==> config.mk <==
export PLATFORM = sky130hd
export DESIGN_NAME = lcd_cmd_decoder
export DESIGN_NICKNAME = d
export VERILOG_FILES = /design/src/rtl/lcd_pkg.sv /design/src/rtl/lcd_addr_ptr.sv /design/src/rtl/lcd_cmd_decoder.sv
export SDC_FILE = /design/constraint.sdc
export NUM_CORES = 1
export LEC_CHECK = 0
export BUFFER_PORTS_ARGS = -buffer_cell sky130_fd_sc_hd__buf_2
export CAP_MARGIN = 20
export CORE_ASPECT_RATIO = 0.75
export CORE_UTILIZATION = 45
export DETAILED_ROUTE_END_ITERATION = 6
export GPL_TIMING_DRIVEN = 0
export SYNTH_ARGS = -nofsm -noshare
export SYNTH_HDL_FRONTEND = slang
export SYNTH_SLANG_ARGS = --single-unit
==> constraint.sdc <==
create_clock -name clk -period 19.3 [get_ports clk]
set_input_delay 3.86 -clock clk [delete_from_list [all_inputs] [get_ports clk]]
set_output_delay 3.86 -clock clk [all_outputs]
set_load 0.02 [all_outputs]
==> src/rtl/lcd_pkg.sv <==
// Shared definitions for the LCD command decoder: command codes, decoder
// states and the RGB565 pixel type.
package lcd_pkg;

    localparam logic [7:0] CMD_NOP     = 8'h00;
    localparam logic [7:0] CMD_SWRESET = 8'h01;
    localparam logic [7:0] CMD_SLPOUT  = 8'h11;
    localparam logic [7:0] CMD_DISPOFF = 8'h28;
    localparam logic [7:0] CMD_DISPON  = 8'h29;
    localparam logic [7:0] CMD_CASET   = 8'h2A;
    localparam logic [7:0] CMD_PASET   = 8'h2B;
    localparam logic [7:0] CMD_RAMWR   = 8'h2C;

    typedef enum logic [2:0] {
        IDLE,
        CASET_P,
        PASET_P,
        RAM_LO,
        RAM_HI
    } lcd_dec_state_t;

    typedef struct packed {
        logic [4:0] r;
        logic [5:0] g;
        logic [4:0] b;
    } rgb565_t;

    // Colour arrives low byte first, high byte second.
    function automatic rgb565_t make_rgb565(input logic [7:0] hi, input logic [7:0] lo);
        return rgb565_t'({hi, lo});
    endfunction

endpackage

==> src/rtl/lcd_addr_ptr.sv <==
// Column/page address window and the running pixel pointer that sweeps it
// left-to-right, top-to-bottom with wrap at both window edges.
module lcd_addr_ptr #(
    parameter int WIDTH  = 320,
    parameter int HEIGHT = 240
) (
    input  logic        clk_i,
    input  logic        rst_i,
    input  logic        win_full_i,
    input  logic        col_wr_i,
    input  logic        page_wr_i,
    input  logic [15:0] start_i,
    input  logic [15:0] end_i,
    input  logic        ptr_load_i,
    input  logic        ptr_adv_i,
    output logic [15:0] x_o,
    output logic [15:0] y_o
);

    localparam logic [15:0] EC_FULL = 16'(WIDTH - 1);
    localparam logic [15:0] EP_FULL = 16'(HEIGHT - 1);

    logic [15:0] sc_q, sc_d;
    logic [15:0] ec_q, ec_d;
    logic [15:0] sp_q, sp_d;
    logic [15:0] ep_q, ep_d;
    logic [15:0] x_q,  x_d;
    logic [15:0] y_q,  y_d;

    always_comb begin
        sc_d = sc_q;
        ec_d = ec_q;
        sp_d = sp_q;
        ep_d = ep_q;
        if (win_full_i) begin
            sc_d = 16'd0;
            ec_d = EC_FULL;
            sp_d = 16'd0;
            ep_d = EP_FULL;
        end else begin
            if (col_wr_i) begin
                sc_d = start_i;
                ec_d = end_i;
            end
            if (page_wr_i) begin
                sp_d = start_i;
                ep_d = end_i;
            end
        end
    end

    // Comparisons use >= so a pointer left outside a shrunken window still wraps.
    always_comb begin
        x_d = x_q;
        y_d = y_q;
        if (ptr_load_i) begin
            x_d = sc_q;
            y_d = sp_q;
        end else if (ptr_adv_i) begin
            if (x_q >= ec_q) begin
                x_d = sc_q;
                if (y_q >= ep_q) begin
                    y_d = sp_q;
                end else begin
                    y_d = y_q + 16'd1;
                end
            end else begin
                x_d = x_q + 16'd1;
            end
        end
    end

    always_ff @(posedge clk_i or posedge rst_i) begin
        if (rst_i) begin
            sc_q <= 16'd0;
            ec_q <= EC_FULL;
            sp_q <= 16'd0;
            ep_q <= EP_FULL;
            x_q  <= 16'd0;
            y_q  <= 16'd0;
        end else begin
            sc_q <= sc_d;
            ec_q <= ec_d;
            sp_q <= sp_d;
            ep_q <= ep_d;
            x_q  <= x_d;
            y_q  <= y_d;
        end
    end

    assign x_o = x_q;
    assign y_o = y_q;

endmodule

==> src/rtl/lcd_cmd_decoder.sv <==
// Receive-side decoder for the LCD command/data byte stream: parses commands,
// maintains the address window and emits addressed RGB565 pixel writes.
module lcd_cmd_decoder
    import lcd_pkg::*;
#(
    parameter int WIDTH       = 320,
    parameter int HEIGHT      = 240,
    parameter int WAIT_CYCLES = 50000
) (
    input  logic        clk,
    input  logic        rst,
    input  logic        wr_en,
    input  logic [7:0]  D,
    input  logic        dcx,
    output logic        px_valid,
    output logic [15:0] px_x,
    output logic [15:0] px_y,
    output logic [15:0] px_color,
    output logic        disp_on,
    output logic        sleeping,
    output logic        cmd_err
);

    localparam logic [31:0] WAIT_LOAD = 32'(WAIT_CYCLES);
    localparam logic [15:0] COL_LIMIT = 16'(WIDTH);
    localparam logic [15:0] ROW_LIMIT = 16'(HEIGHT);

    lcd_dec_state_t state_q, state_d;
    logic [1:0]     idx_q, idx_d;
    logic [7:0]     p0_q, p0_d;
    logic [7:0]     p1_q, p1_d;
    logic [7:0]     p2_q, p2_d;
    logic [7:0]     lo_q, lo_d;
    logic [31:0]    wait_q, wait_d;

    logic           px_valid_q, px_valid_d;
    logic [15:0]    px_x_q, px_x_d;
    logic [15:0]    px_y_q, px_y_d;
    rgb565_t        px_color_q, px_color_d;
    logic           disp_on_q, disp_on_d;
    logic           sleeping_q, sleeping_d;
    logic           cmd_err_q, cmd_err_d;

    logic           win_full;
    logic           col_wr;
    logic           page_wr;
    logic           ptr_load;
    logic           ptr_adv;
    logic [15:0]    win_start;
    logic [15:0]    win_end;
    logic [15:0]    win_limit;
    logic [15:0]    cur_x;
    logic [15:0]    cur_y;

    assign win_start = {p0_q, p1_q};
    assign win_end   = {p2_q, D};
    assign win_limit = (state_q == CASET_P) ? COL_LIMIT : ROW_LIMIT;

    lcd_addr_ptr #(
        .WIDTH (WIDTH),
        .HEIGHT(HEIGHT)
    ) u_addr_ptr (
        .clk_i     (clk),
        .rst_i     (rst),
        .win_full_i(win_full),
        .col_wr_i  (col_wr),
        .page_wr_i (page_wr),
        .start_i   (win_start),
        .end_i     (win_end),
        .ptr_load_i(ptr_load),
        .ptr_adv_i (ptr_adv),
        .x_o       (cur_x),
        .y_o       (cur_y)
    );

    // Any byte during the quiet period is rejected before decoding.
    always_comb begin
        state_d    = state_q;
        idx_d      = idx_q;
        p0_d       = p0_q;
        p1_d       = p1_q;
        p2_d       = p2_q;
        lo_d       = lo_q;
        wait_d     = (wait_q != 32'd0) ? wait_q - 32'd1 : 32'd0;
        px_valid_d = 1'b0;
        px_x_d     = px_x_q;
        px_y_d     = px_y_q;
        px_color_d = px_color_q;
        disp_on_d  = disp_on_q;
        sleeping_d = sleeping_q;
        cmd_err_d  = 1'b0;
        win_full   = 1'b0;
        col_wr     = 1'b0;
        page_wr    = 1'b0;
        ptr_load   = 1'b0;
        ptr_adv    = 1'b0;

        if (wr_en) begin
            if (wait_q != 32'd0) begin
                cmd_err_d = 1'b1;
            end else if (!dcx) begin
                state_d = IDLE;
                case (D)
                    CMD_NOP: ;
                    CMD_SWRESET: begin
                        win_full   = 1'b1;
                        disp_on_d  = 1'b0;
                        sleeping_d = 1'b1;
                        wait_d     = WAIT_LOAD;
                    end
                    CMD_SLPOUT: begin
                        sleeping_d = 1'b0;
                        wait_d     = WAIT_LOAD;
                    end
                    CMD_DISPOFF: disp_on_d = 1'b0;
                    CMD_DISPON:  disp_on_d = 1'b1;
                    CMD_CASET: begin
                        state_d = CASET_P;
                        idx_d   = 2'd0;
                    end
                    CMD_PASET: begin
                        state_d = PASET_P;
                        idx_d   = 2'd0;
                    end
                    CMD_RAMWR: begin
                        state_d  = RAM_LO;
                        ptr_load = 1'b1;
                    end
                    default: cmd_err_d = 1'b1;
                endcase
            end else begin
                case (state_q)
                    CASET_P, PASET_P: begin
                        idx_d = idx_q + 2'd1;
                        case (idx_q)
                            2'd0: p0_d = D;
                            2'd1: p1_d = D;
                            2'd2: p2_d = D;
                            default: begin
                                state_d = IDLE;
                                if ((win_start <= win_end) && (win_end < win_limit)) begin
                                    col_wr  = (state_q == CASET_P);
                                    page_wr = (state_q == PASET_P);
                                end else begin
                                    cmd_err_d = 1'b1;
                                end
                            end
                        endcase
                    end
                    RAM_LO: begin
                        lo_d    = D;
                        state_d = RAM_HI;
                    end
                    RAM_HI: begin
                        px_valid_d = 1'b1;
                        px_x_d     = cur_x;
                        px_y_d     = cur_y;
                        px_color_d = make_rgb565(D, lo_q);
                        ptr_adv    = 1'b1;
                        state_d    = RAM_LO;
                    end
                    default: cmd_err_d = 1'b1;
                endcase
            end
        end
    end

    always_ff @(posedge clk or posedge rst) begin
        if (rst) begin
            state_q    <= IDLE;
            idx_q      <= 2'd0;
            p0_q       <= 8'd0;
            p1_q       <= 8'd0;
            p2_q       <= 8'd0;
            lo_q       <= 8'd0;
            wait_q     <= 32'd0;
            px_valid_q <= 1'b0;
            px_x_q     <= 16'd0;
            px_y_q     <= 16'd0;
            px_color_q <= '0;
            disp_on_q  <= 1'b0;
            sleeping_q <= 1'b1;
            cmd_err_q  <= 1'b0;
        end else begin
            state_q    <= state_d;
            idx_q      <= idx_d;
            p0_q       <= p0_d;
            p1_q       <= p1_d;
            p2_q       <= p2_d;
            lo_q       <= lo_d;
            wait_q     <= wait_d;
            px_valid_q <= px_valid_d;
            px_x_q     <= px_x_d;
            px_y_q     <= px_y_d;
            px_color_q <= px_color_d;
            disp_on_q  <= disp_on_d;
            sleeping_q <= sleeping_d;
            cmd_err_q  <= cmd_err_d;
        end
    end

    assign px_valid = px_valid_q;
    assign px_x     = px_x_q;
    assign px_y     = px_y_q;
    assign px_color = px_color_q;
    assign disp_on  = disp_on_q;
    assign sleeping = sleeping_q;
    assign cmd_err  = cmd_err_q;

endmodule

* Word level (Yosys, flattened, before mapping)
Index checks and enable logic that the tools add are counted.
** Word-level totals
- Register bits after elaboration :: 217
- Input bits :: 12
- Output and inout port bits :: 52
- Logic and storage cells :: 137
** Operators by class
- Add/sub/neg operators :: 4
- Magnitude comparators :: 4
- Eq/ne operators :: 16
- Multiplexer cells :: 61
- Bitwise gates (word level) :: 2
- Reductions and logical operators :: 28
** Operators with widths (count)
- 16-bit 2-to-1 mux :: 15
- 32-bit 2-to-1 mux :: 5
- 8-bit by 6-bit equality test with 1-bit output, second input constant :: 5
- 16-bit by 1-bit adder with 16-bit output, second input constant :: 2
- 16-bit greater-or-equal comparator :: 2
- 32-bit nonzero test :: 1
- 32-bit by 1-bit subtractor with 32-bit output, second input constant :: 1
- 1-bit 2-to-1 mux :: 30
- 4-bit AND reduction :: 6
- 16-bit <= comparator :: 1
- 16-bit by 9-bit < comparator with 1-bit output :: 1
- 5-bit AND reduction :: 3
- 2-bit nonzero test :: 7
- 2-bit OR reduction :: 5
- 9-bit 2-to-1 mux :: 1
- 3-bit one-hot mux with 3 select lines :: 1
- 8-bit by 1-bit equality test with 1-bit output, second input constant :: 1
- 8-bit by 5-bit equality test with 1-bit output, second input constant :: 1
- 8-bit zero test :: 1
- 8-bit OR reduction :: 1
- 3-bit by 2-bit equality test with 1-bit output, second input constant :: 2
- 2-bit 2-to-1 mux :: 3
- 3-bit 2-to-1 mux :: 2
- 1-bit one-hot mux with 2 select lines :: 3
- other kinds (14) :: 15

* Longest topological paths before layout
Gate-level depths: netlist of the first run.
- Depth in word-level cells :: 12
- Depth in mapped cells :: 13
- Mapped depth without buffers :: 10

* Cells and area by module
Synthesis of the first run repeated with hierarchy kept, for this count alone.
** Unflattened totals
- Cells, all modules :: 1044
- Area total of the unflattened synthesis :: 11223.3 um2
** Modules (own cells, without submodules)
- lcd_cmd_decoder :: times used 1, cells an instance 490, area each 5816.8 um2, seq. area each 3029.2 um2
- lcd_addr_ptr :: times used 1, cells an instance 554, area each 5406.4 um2, seq. area each 2419.8 um2

* Worst setup path after synthesis of the first run
OpenSTA, ideal clock, no wires.
- Path kind :: input -> register
- From :: input port D[1]
- To :: register u_addr_ptr.sp_q[10]
- Library setup time :: 132 ps
- Arrival time :: 6471 ps
- Data required time :: 19168 ps
- Slack :: 12697 ps
- Cell stages on the path :: 13
- Path buffers :: 3
- Path through :: clkbuf_1 -> clkinv_1 -> ha_1 -> nor2b_1 -> o211ai_1 -> a21oi_1 -> o31a_1 -> nor4_1 -> and4_1 -> buf_2 -> buf_4 -> mux2i_1 -> nor2_1
** On the way
- Cells in the longest elaborated chain, start to end :: 9
- Elaborated cells between the ends (all ways) :: 16
- Those cells by class :: order compare: 2; eq/ne: 1; mux: 11; reduce/logical: 2
** Ends and longest elaborated chain
- start: declaration :: RTL line lcd_cmd_decoder.sv:13 : input logic [7:0] D,
- 16-bit <= comparator / 16-bit by 9-bit < comparator with 1-bit output (equally long branches) :: RTL line lcd_cmd_decoder.sv:141 : if ((win_start <= win_end) && (win_end < win_limit)) begin
- 1-bit logical AND :: RTL line lcd_cmd_decoder.sv:141
- 1-bit 2-to-1 mux :: RTL line lcd_cmd_decoder.sv:141
- 1-bit 2-to-1 mux :: RTL line lcd_cmd_decoder.sv:135 : case (idx_q)
- 1-bit 2-to-1 mux :: RTL line lcd_cmd_decoder.sv:132 : case (state_q)
- 1-bit 2-to-1 mux :: RTL line lcd_cmd_decoder.sv:101 : end else if (!dcx) begin
- 1-bit 2-to-1 mux :: RTL line lcd_cmd_decoder.sv:99 : if (wait_q != 32'd0) begin
- 1-bit 2-to-1 mux :: RTL line lcd_cmd_decoder.sv:98 : if (wr_en) begin
- 2-bit nonzero test (no source line)
- end signal: assignment :: RTL line lcd_addr_ptr.sv:84 : sp_q <= sp_d;
- end: declaration :: RTL line lcd_addr_ptr.sv:25 : logic [15:0] sp_q, sp_d;
Several ways; a longest one is shown, not always the timed one.
A chain may end at the register's enable or synchronous reset.

* Worst setup path after layout of the first run
- From :: input port D[1]
- To :: register u_addr_ptr.sc_q[8]
** On the way
- Cells in the longest elaborated chain, start to end :: 9
- Elaborated cells between the ends (all ways) :: 16
- Those cells by class :: order compare: 2; eq/ne: 1; mux: 11; reduce/logical: 2
** Ends and longest elaborated chain
- 16-bit <= comparator / 16-bit by 9-bit < comparator with 1-bit output (equally long branches) :: RTL line lcd_cmd_decoder.sv:141
- 1-bit logical AND :: RTL line lcd_cmd_decoder.sv:141
- 1-bit 2-to-1 mux :: RTL line lcd_cmd_decoder.sv:141
- 1-bit 2-to-1 mux :: RTL line lcd_cmd_decoder.sv:135
- 1-bit 2-to-1 mux :: RTL line lcd_cmd_decoder.sv:132
- 1-bit 2-to-1 mux :: RTL line lcd_cmd_decoder.sv:101
- 1-bit 2-to-1 mux :: RTL line lcd_cmd_decoder.sv:99
- 1-bit 2-to-1 mux :: RTL line lcd_cmd_decoder.sv:98
- 2-bit nonzero test (no source line)
- end signal: assignment :: RTL line lcd_addr_ptr.sv:75 : sc_q <= 16'd0;
- end signal: assignment :: RTL line lcd_addr_ptr.sv:82 : sc_q <= sc_d;
- end: declaration :: RTL line lcd_addr_ptr.sv:23 : logic [15:0] sc_q, sc_d;
Several ways; a longest one is shown, not always the timed one.

==> metrics.md, run 1 <==
| Metric | Value |
|---|---|
| Core area | about 0.023 mm² |
| Sequential cell area | 0.005449 mm² |
| Placed insts | roughly 1.4k |
| Worst Path Required | between 15 and 20 ns |
| Via density | around 5.6 |
| Fin. Hold Viols | 0 |
| Leak pwr | between 5 and 6 nW |
| Final HPWL DP | just under 20000 µm |
| Max-slew violations | 0 |
| Worst VDD drop | around 0.056 mV |
| Final setup vio count | 0 |
| Die ar. | between 0.02 and 0.025 mm² |
| Post-CTS Setup Bufs | 0 |
| Initial Util | 0.4635 |
| Pwr/cell area | ~78 mW/mm² |
| First-pass GRT wire length | between 40000 and 50000 µm |
| CTS tree | yes |
| Worst skew pair latency | 0.51 ns |
| CP Capture Type | register |
| Top post-synthesis cells by area | dfrtp_1, ha_1, mux2_2 |
| Crit path DAT | about 7.3 ns |
| Final ANT Viol Nets | 0 |
| Worst Tran Pin Value | between 1 and 1.5 ns |
| Pin count of the biggest net entering global routing | between 100 and 150 |
| FP Rows | 48 |
| Initial antenna violation count | 0 |
| Post-synth EDFFs | 0 |
| Placed inst area | roughly 0.011 mm² |
| Final instance area | between 0.01 and 0.015 mm² |
| Max Clock Skew | between 0.01 and 0.015 ns |
| Setup CP Type | in2reg |
| Util after Layout | 0.5295 |
| Multi-input gate area | between 0.004 and 0.005 mm² |
| Post-Syn Nets | about 1.1k |
| GP Congestion | slightly below 0.9 |
| Detailed Route Iter0 Violations | 635 |
| Synth cell count leaders | dfrtp_1, nand2_1, nor2_1 |
| # fillers | roughly 2.1k |
| Cell variety after synth | 63 |
| Synth top area share | 0.4692 |
| Part of the cycle the worst path needs | 0.3595 |
| Setup Total Neg Slack | 0 ns |
| Post-CTS sizing | 0 |
| Routed via count | approximately 8.1k |
| CP Launch Type | input pin |
| IO Count | 64 |
| WL/cell | approximately 19 µm |
| Port Buffers | 60 |
| Total CTS buffers | 23 |
| Crit path max fanout | 10 |
| Die Wd | about 180 µm |
| Power, Total | 0.9556 mW |
| Most common cell in the netlist | dfrtp_1 |
| Root Buffer | clkbuf_16 |
| DRC viols | 0 |
| Hold_buf cts | 0 |
| Area leader, netlist | dfrtp_1 |
| Grt total ovfl | 0 |
| Mean Syn Cell Area | slightly above 10 µm² |
| Synth Register Bits | 217 |
| Ys async rst share | 1.000 |
| First-pass DRT Iterations | 5 |
| Hold slack | around 0.47 ns |
| Number of global-route vias before repair | a little under 8k |
| Final wirelength | between 20000 and 30000 µm |
| Highest clock rate | roughly 140 MHz |
| Setup WS pre-CTS | between 10 and 15 ns |
| Max-slew headroom | 0.2992 |
| Minimum clock period | just under 7 ns |
| Post-Syn Instances | 1064 |
| Cell Count, Final, Fillers Out | ~1.5k |
| Status | finished, final reports clean |
| Cell area after synthesis | between 0.01 and 0.015 mm² |
| H-tree depth | 1 |
| Register area share after synthesis | 0.5058 |
| Nets@finish | 1218 |
| Main synth FF type | dfrtp_1 |
| Type of the tightest min-delay check | reg2reg |
| RSZ-0062 raised after global routing | false |
| Fraction of layout cells with a size suffix above 1 | 0.1647 |
| Antenna diode count | 0 |
| Max Cap Viol | 0 |
| Total GRT Usage | 0.2300 |
| Area grow syn2layout | 14.24% |
| CTS Buffer Depth | 3 |
| Sink Count | approximately 220 |
| Synth Warn # | 0 |
| Die span in y | around 140 µm |
| Setup WS post-layout | 12.36 ns |
| Clock transition at the registers of the reported paths | ~0.060 ns |
## cell families after synthesis
family                   count (synthesis)  synth area share
multiplexers                           104            0.1027
AND/OR/NAND/NOR                        360            0.1575
XOR/XNOR                                28           0.02276
buffers and inverters                  108           0.04251
adder cells (fa/ha/maj)                 57           0.06597
AO/OA/AOI/OAI                          190            0.1028
flip-flops                             217            0.5058
## cells in the final DEF (no fill, tap or decap), types with 9 or more instances in the layout
cell	netlist	final
ha_1	56	56
buf_2	8	68
inv_1	66	65
o21ai_0	82	82
mux2i_1	52	52
nand2_1	119	119
nand3_1	29	29
nor4_1	14	14
a21oi_1	53	53
clkbuf_1	22	25
and3_1	9	9
dfstp_2	15	15
nor3_1	34	34
nor2_1	88	88
or3_1	9	9
nand4_1	12	12
mux2_2	52	52
dfrtp_1	202	202
xnor2_1	21	21
clkbuf_16	0	23
and2_1	12	12
## final timing paths
check,startpoint,to,slack (ns),cells past startpoint
max,D[1],u_addr_ptr.sc_q[8],12.36,13
min,sleeping,sleeping,0.47,2
max reg2reg,wait_q[14],u_addr_ptr.sc_q[8],15.44,10
min reg2reg,sleeping,sleeping,0.47,2
max in group asynchronous,rst,px_color[13],14.73,3
min in group asynchronous,rst,px_x[11],3.46,2
## power by group
group | internal [mW] | switching, mW | total [mW]
clock | 0.295 | 0.185 | 0.480
combinational | 0.00318 | 0.0172 | 0.0204
sequential | 0.455 | 0.0000208 | 0.455
## area by class of cell
class,count,share of cell area
clock inverters,9,0.01251
well taps,300,0.03050
inverters,67,0.02105
plain buffers,41,0.01678
multi-input cells,739,0.3954
clock buffers,32,0.05439
flip-flops and latches,217,0.4428
repair buffers,61,0.02664
## sequential cells by signal, indices dropped and copies added (netlist names), 3 cells and up
name,count
wait_q,32
px_color,16
px_x,16
px_y,16
u_addr_ptr.ec_q,16
u_addr_ptr.ep_q,16
u_addr_ptr.sc_q,16
u_addr_ptr.sp_q,16
u_addr_ptr.x_o,16
u_addr_ptr.y_o,16
lo_q,8
p0_q,8
p1_q,8
p2_q,8
state_q,3
## critical path, cell delays in order
cell and delay [ns]:
clkbuf_1 0.42, clkinv_1 0.45, ha_1 0.42, nor2b_1 0.13, o211ai_1 0.16, a21oi_1 0.09, o31a_1 0.30, nor4_1 0.42
and4_1 0.29, buf_4 0.21, buf_4 0.24, mux2i_1 0.24, nor2_1 0.07
## metal layers
| layer | vias to the layer above | track usage | share of wire |
|---|---|---|---|
| met5 | - | 0 | 0 |
| met3 | 34 | 0.04018 | 0.056 |
| met4 | 0 | 0.05223 | 0.018 |
| li1 | 3879 | - | - |
| met2 | 228 | 0.3215 | 0.41 |
| met1 | 4000 | 0.3638 | 0.52 |
Power figures use the tool's default switching activity.
==> run 2: changes to the inputs <==
- ABC_AREA: not set -> 1
- clock period: 19.3 -> 6.41 ns (I/O delays scaled with it)
==> run 2 against run 1 <==
  * Core utilization down 0.28 points
  * Largest cell class unchanged
  * Critical path depth up 2
  * Highest routed layer unchanged
  * Non-clock buffer count up 11
  * Final cell count up 29%
  * Count of clock-buffer cells in the layout down 1
  * Register-to-register slack worse by 12 ns
==> metrics.md, run 2 <==
| Metric | Value |
|---|---|
| Most frequent CP cell | nand2_1 |
| Routed via count | 9633 (+18%) |
| Worst Tran Pin Value | 0.8700 ns (-0.1716 ns) |
| Hold Path Sink | wait_q[31] |
| Synth top area share | 0.4375 (-0.03176) |
| Fraction of synthesized area in multiplexers | 0 (-0.1027) |
| Sw frac | 0.2195 (+0.008215) |
| Worst skew pair latency | 0.53 ns (+0.02 ns) |
| Sequential cell area | 0.005449 mm² (unchanged) |
| Clock share of power | 0.502 (about the same) |
| H-tree depth | 1 (unchanged) |
| CP Capture Type | register |
| Largest register FFs | 32 (unchanged) |
| Register area share after synthesis | 0.4716 (-0.03423) |
| Part of the cycle the worst path needs | 0.5466 |
| Internal | 2.251 mW (+200%) |
| Die span in y | 140.8 µm (+3.5%) |
| Setup CP Type | in2reg |
| Post-synthesis compound-gate area fraction | 0.08078 (-0.02201) |
| Cell area after synthesis | 0.01155 mm² (+7.3%) |
| Crit path max fanout | 10 (unchanged) |
| Detailed Route Iter0 Violations | 596 (-6.1%) |
| Final ANT Viol Nets | 0 (unchanged) |
| Grt total ovfl | 0 (unchanged) |
| Max-slew headroom | 0.4187 (+0.1196) |
| CP Launch Type | input pin |
| Die Wd | 187.0 µm (+3.5%) |
| CP peak stage delay | 0.53 ns (+0.08 ns) |
| Reg2Reg Depth | 12 (+2) |
| Initial antenna violation count | 0 (unchanged) |
| Most common cell after layout, fill and taps aside | nand2_1 |
| Fraction of layout cells with a size suffix above 1 | 0.1176 (-0.04709) |
| Most common cell in the netlist | nand2_1 |
| Most frequent cells in the layout | nand2_1, dfrtp_1, nand3_1, inv_1, nor2_1 |
| Max-slew violations | 0 (unchanged) |
| Ys async rst share | 1.000 (unchanged) |
| WL/cell | 16.08 µm (-13%) |
| Area grow syn2layout | 14.35% (about the same) |
| CTS Buffer Depth | 3 (unchanged) |
| Critical-path cell list | buf_2 > inv_1 > clkbuf_1 > ha_1 > nand2_1 > nor2_1 > nand2_1 > nand2_1 > nand2_1 > nand2_1 > a21oi_1 > nand3_1 > clkbuf_1 > nand3_1 > o21ai_0 |
| First-pass DRT Iterations | 5 (unchanged) |
| Main synth FF type | dfrtp_1 |
| Main combinational cell family by area after synthesis | simple AND/OR/NAND/NOR gates |
| Nets@finish | 1598 (+31%) |
| Post-Syn Instances | 1438 (+35%) |
| Total CTS buffers | 24 (+4.3%) |
| Multi-input gate area | 0.005320 mm² (+9.3%) |
| Port Buffers | 61 (+1.7%) |
| Final HPWL DP | 23020 µm (+18%) |
| Switch Pwr | 0.6329 mW (+210%) |
| Leak pwr | 6.800 nW (+17%) |
| Flop2flop setup slack | 3.32 ns (-12.12 ns) |
| FF-to-FF Start | u_addr_ptr.y_o[15] |
| Max Cap Viol | 0 (unchanged) |
| Synth Warn # | 0 (unchanged) |
| Total GRT Usage | 0.2351 (+0.005196) |
| Initial Util | 0.4606 (-0.002903) |
| Post-CTS Setup Bufs | 0 (unchanged) |
| Final setup vio count | 0 (unchanged) |
| Status | finished, final reports clean |
| Core area | 0.02509 mm² (+7.9%) |
| Number of global-route vias before repair | 9103 (+18%) |
| Post-Synth XOR/XNOR Area | 0.03259 (+0.009829) |
| Adder-Cell Fraction of Synth Area | 0.06064 (-0.005331) |
| Setup Total Neg Slack | 0 ns (unchanged) |
| IO Count | 64 (unchanged) |
| Sink Count | 217 (unchanged) |
| Root Buffer | clkbuf_16 |
| Pin count of the biggest net entering global routing | 43 (-65%) |
| DRC viols | 0 (unchanged) |
| Type of the tightest min-delay check | reg2reg |
| Pwr/cell area | 218.3 mW/mm² (+180%) |
| Sequential share of power | 0.475 (about the same) |
| Antenna diode count | 0 (unchanged) |
| Hold_buf cts | 0 (unchanged) |
| Worst Path Required | 6.80 ns (-12.87 ns) |
| First-pass GRT wire length | 49160 µm (+11%) |
| Die ar. | 0.02633 mm² (+7.2%) |
| Fin. Hold Viols | 0 (unchanged) |
| Most flops, register | wait_q |
| R2R Path End | u_addr_ptr.y_o[2] |
| Post-synth EDFFs | 0 (unchanged) |
| Final wirelength | 30330 µm (+11%) |
| Clock transition at the registers of the reported paths | 0.06 ns (about the same) |
| CTS tree | yes |
| Minimum clock period | approximately 3.5 ns |
| Post-CTS sizing | 0 (unchanged) |
| Highest clock rate | ~290 MHz |
| Hold_sp | wait_q[31] |
| Via density | 5.108 (-8.0%) |
| Top post-synthesis cells by area | dfrtp_1, nand2_1, nand3_1 |
| Max Clock Skew | 0.01269 ns (+0.002657 ns) |
| Mean Syn Cell Area | 8.035 µm² (-21%) |
| RSZ-0062 raised after global routing | false |
| Cell variety after synth | 39 (-38%) |
| Power, Total | 2.884 mW (+200%) |
| Worst VDD drop | 0.2240 mV (+300%) |
| GP Congestion | 0.8762 (-0.80%) |
| WHS Path Cells | 1 (-1) |
| Post-Synth Simple-Gate Area | 0.2864 (+0.1289) |
| Synth cell count leaders | nand2_1, dfrtp_1, nand3_1 |
| Area leader, netlist | dfrtp_1 |
| Post-Syn Nets | 1506 (+33%) |
| Critical path's slowest cell | clkbuf_1 |
| Crit path DAT | 3.90 ns (-3.41 ns) |
| FP Rows | 50 (+4.2%) |
| Logic pwr share | 0.023 (+0.002) |
| # fillers | 2427 (+16%) |
| Synth Register Bits | 217 (unchanged) |
==> run 2: changes by cell type in the layout (fill, tap and decap cells not counted), moves of 17 or more <==
cell and change:
inv_1 +73, mux2_2 -52, mux2i_1 -52, nand2_1 +285
nand3_1 +115, nand4_1 +20, nor2_1 +29, o21ai_1 +46
xnor2_1 -17, xor2_1 +32
==> run 2: how the worst max path moves through the flow <==
| stage | startpoint | end | slack (ns) | depth (start not counted) |
|---|---|---|---|---|
| final | D[4] | u_addr_ptr.sp_q[9] | 2.91 | 15 |
| after floorplan | rst | cmd_err | 2.31 | 1 |
| after global routing | D[4] | u_addr_ptr.sp_q[9] | 2.81 | 15 |
| after global placement | rst | px_color[5] | 0.86 | 2 |
| after detailed placement | D[4] | u_addr_ptr.sp_q[9] | 2.36 | 15 |
| after CTS | D[4] | u_addr_ptr.ep_q[4] | 2.89 | 15 |
==> run 2: layout make-up <==
class / count / share of cell area
clock buffer: 31 / 0.05133
buffer: 47 / 0.01771
inverter: 147 / 0.04205
timing repair buffer: 66 / 0.03068
clock inverter: 13 / 0.01117
tap: 338 / 0.03201
sequential: 217 / 0.4124
multi-input combinational: 1027 / 0.4027
==> run 2: per-stage QoR <==
stage               utilization  hold WS [ns]  cells  worst slack [ns]  cell area (µm²)
finish                   0.5267        0.4641   1886             2.906            13210
global route             0.5267        0.4923   1886             2.806            13210
global placement         0.4898        0.4453   1837            0.8598            12290
CTS                      0.5267        0.4664   1886             2.892            13210
floorplan                     -        0.4266   1438             2.314            11560
detailed placement       0.4938        0.4582   1842             2.362            12390
==> run 2: critical path, delay by kind of cell <==
kind | cells | cell delay [ns]
buf+inv | 4 | 1.09
simple gates | 8 | 0.86
fa+ha+maj | 1 | 0.34
compound gates | 2 | 0.33
==> run 2: kinds of logic after synthesis <==
group / count (synthesis)
compound gates: 181
fa+ha+maj: 56
simple gates: 747
flops: 217
xor+xnor: 43
buf+inv: 194
==> run 2: routing by layer <==
metal  global-route usage  routed length (µm)
met1               0.3705               16020
met2               0.3352               12150
met3              0.03635                1579
met4              0.05263                 587
met5                    0                   0
==> run 2: power by group through the flow <==
stage,registers [mW],clock network [mW],logic [mW]
after global placement,1.40,0,0.0600
after detailed placement,1.40,0,0.0682
after CTS,1.37,1.47,0.0683
final,1.37,1.45,0.0651
after global routing,1.37,1.53,0.0751
after floorplan,1.40,0,0.0360
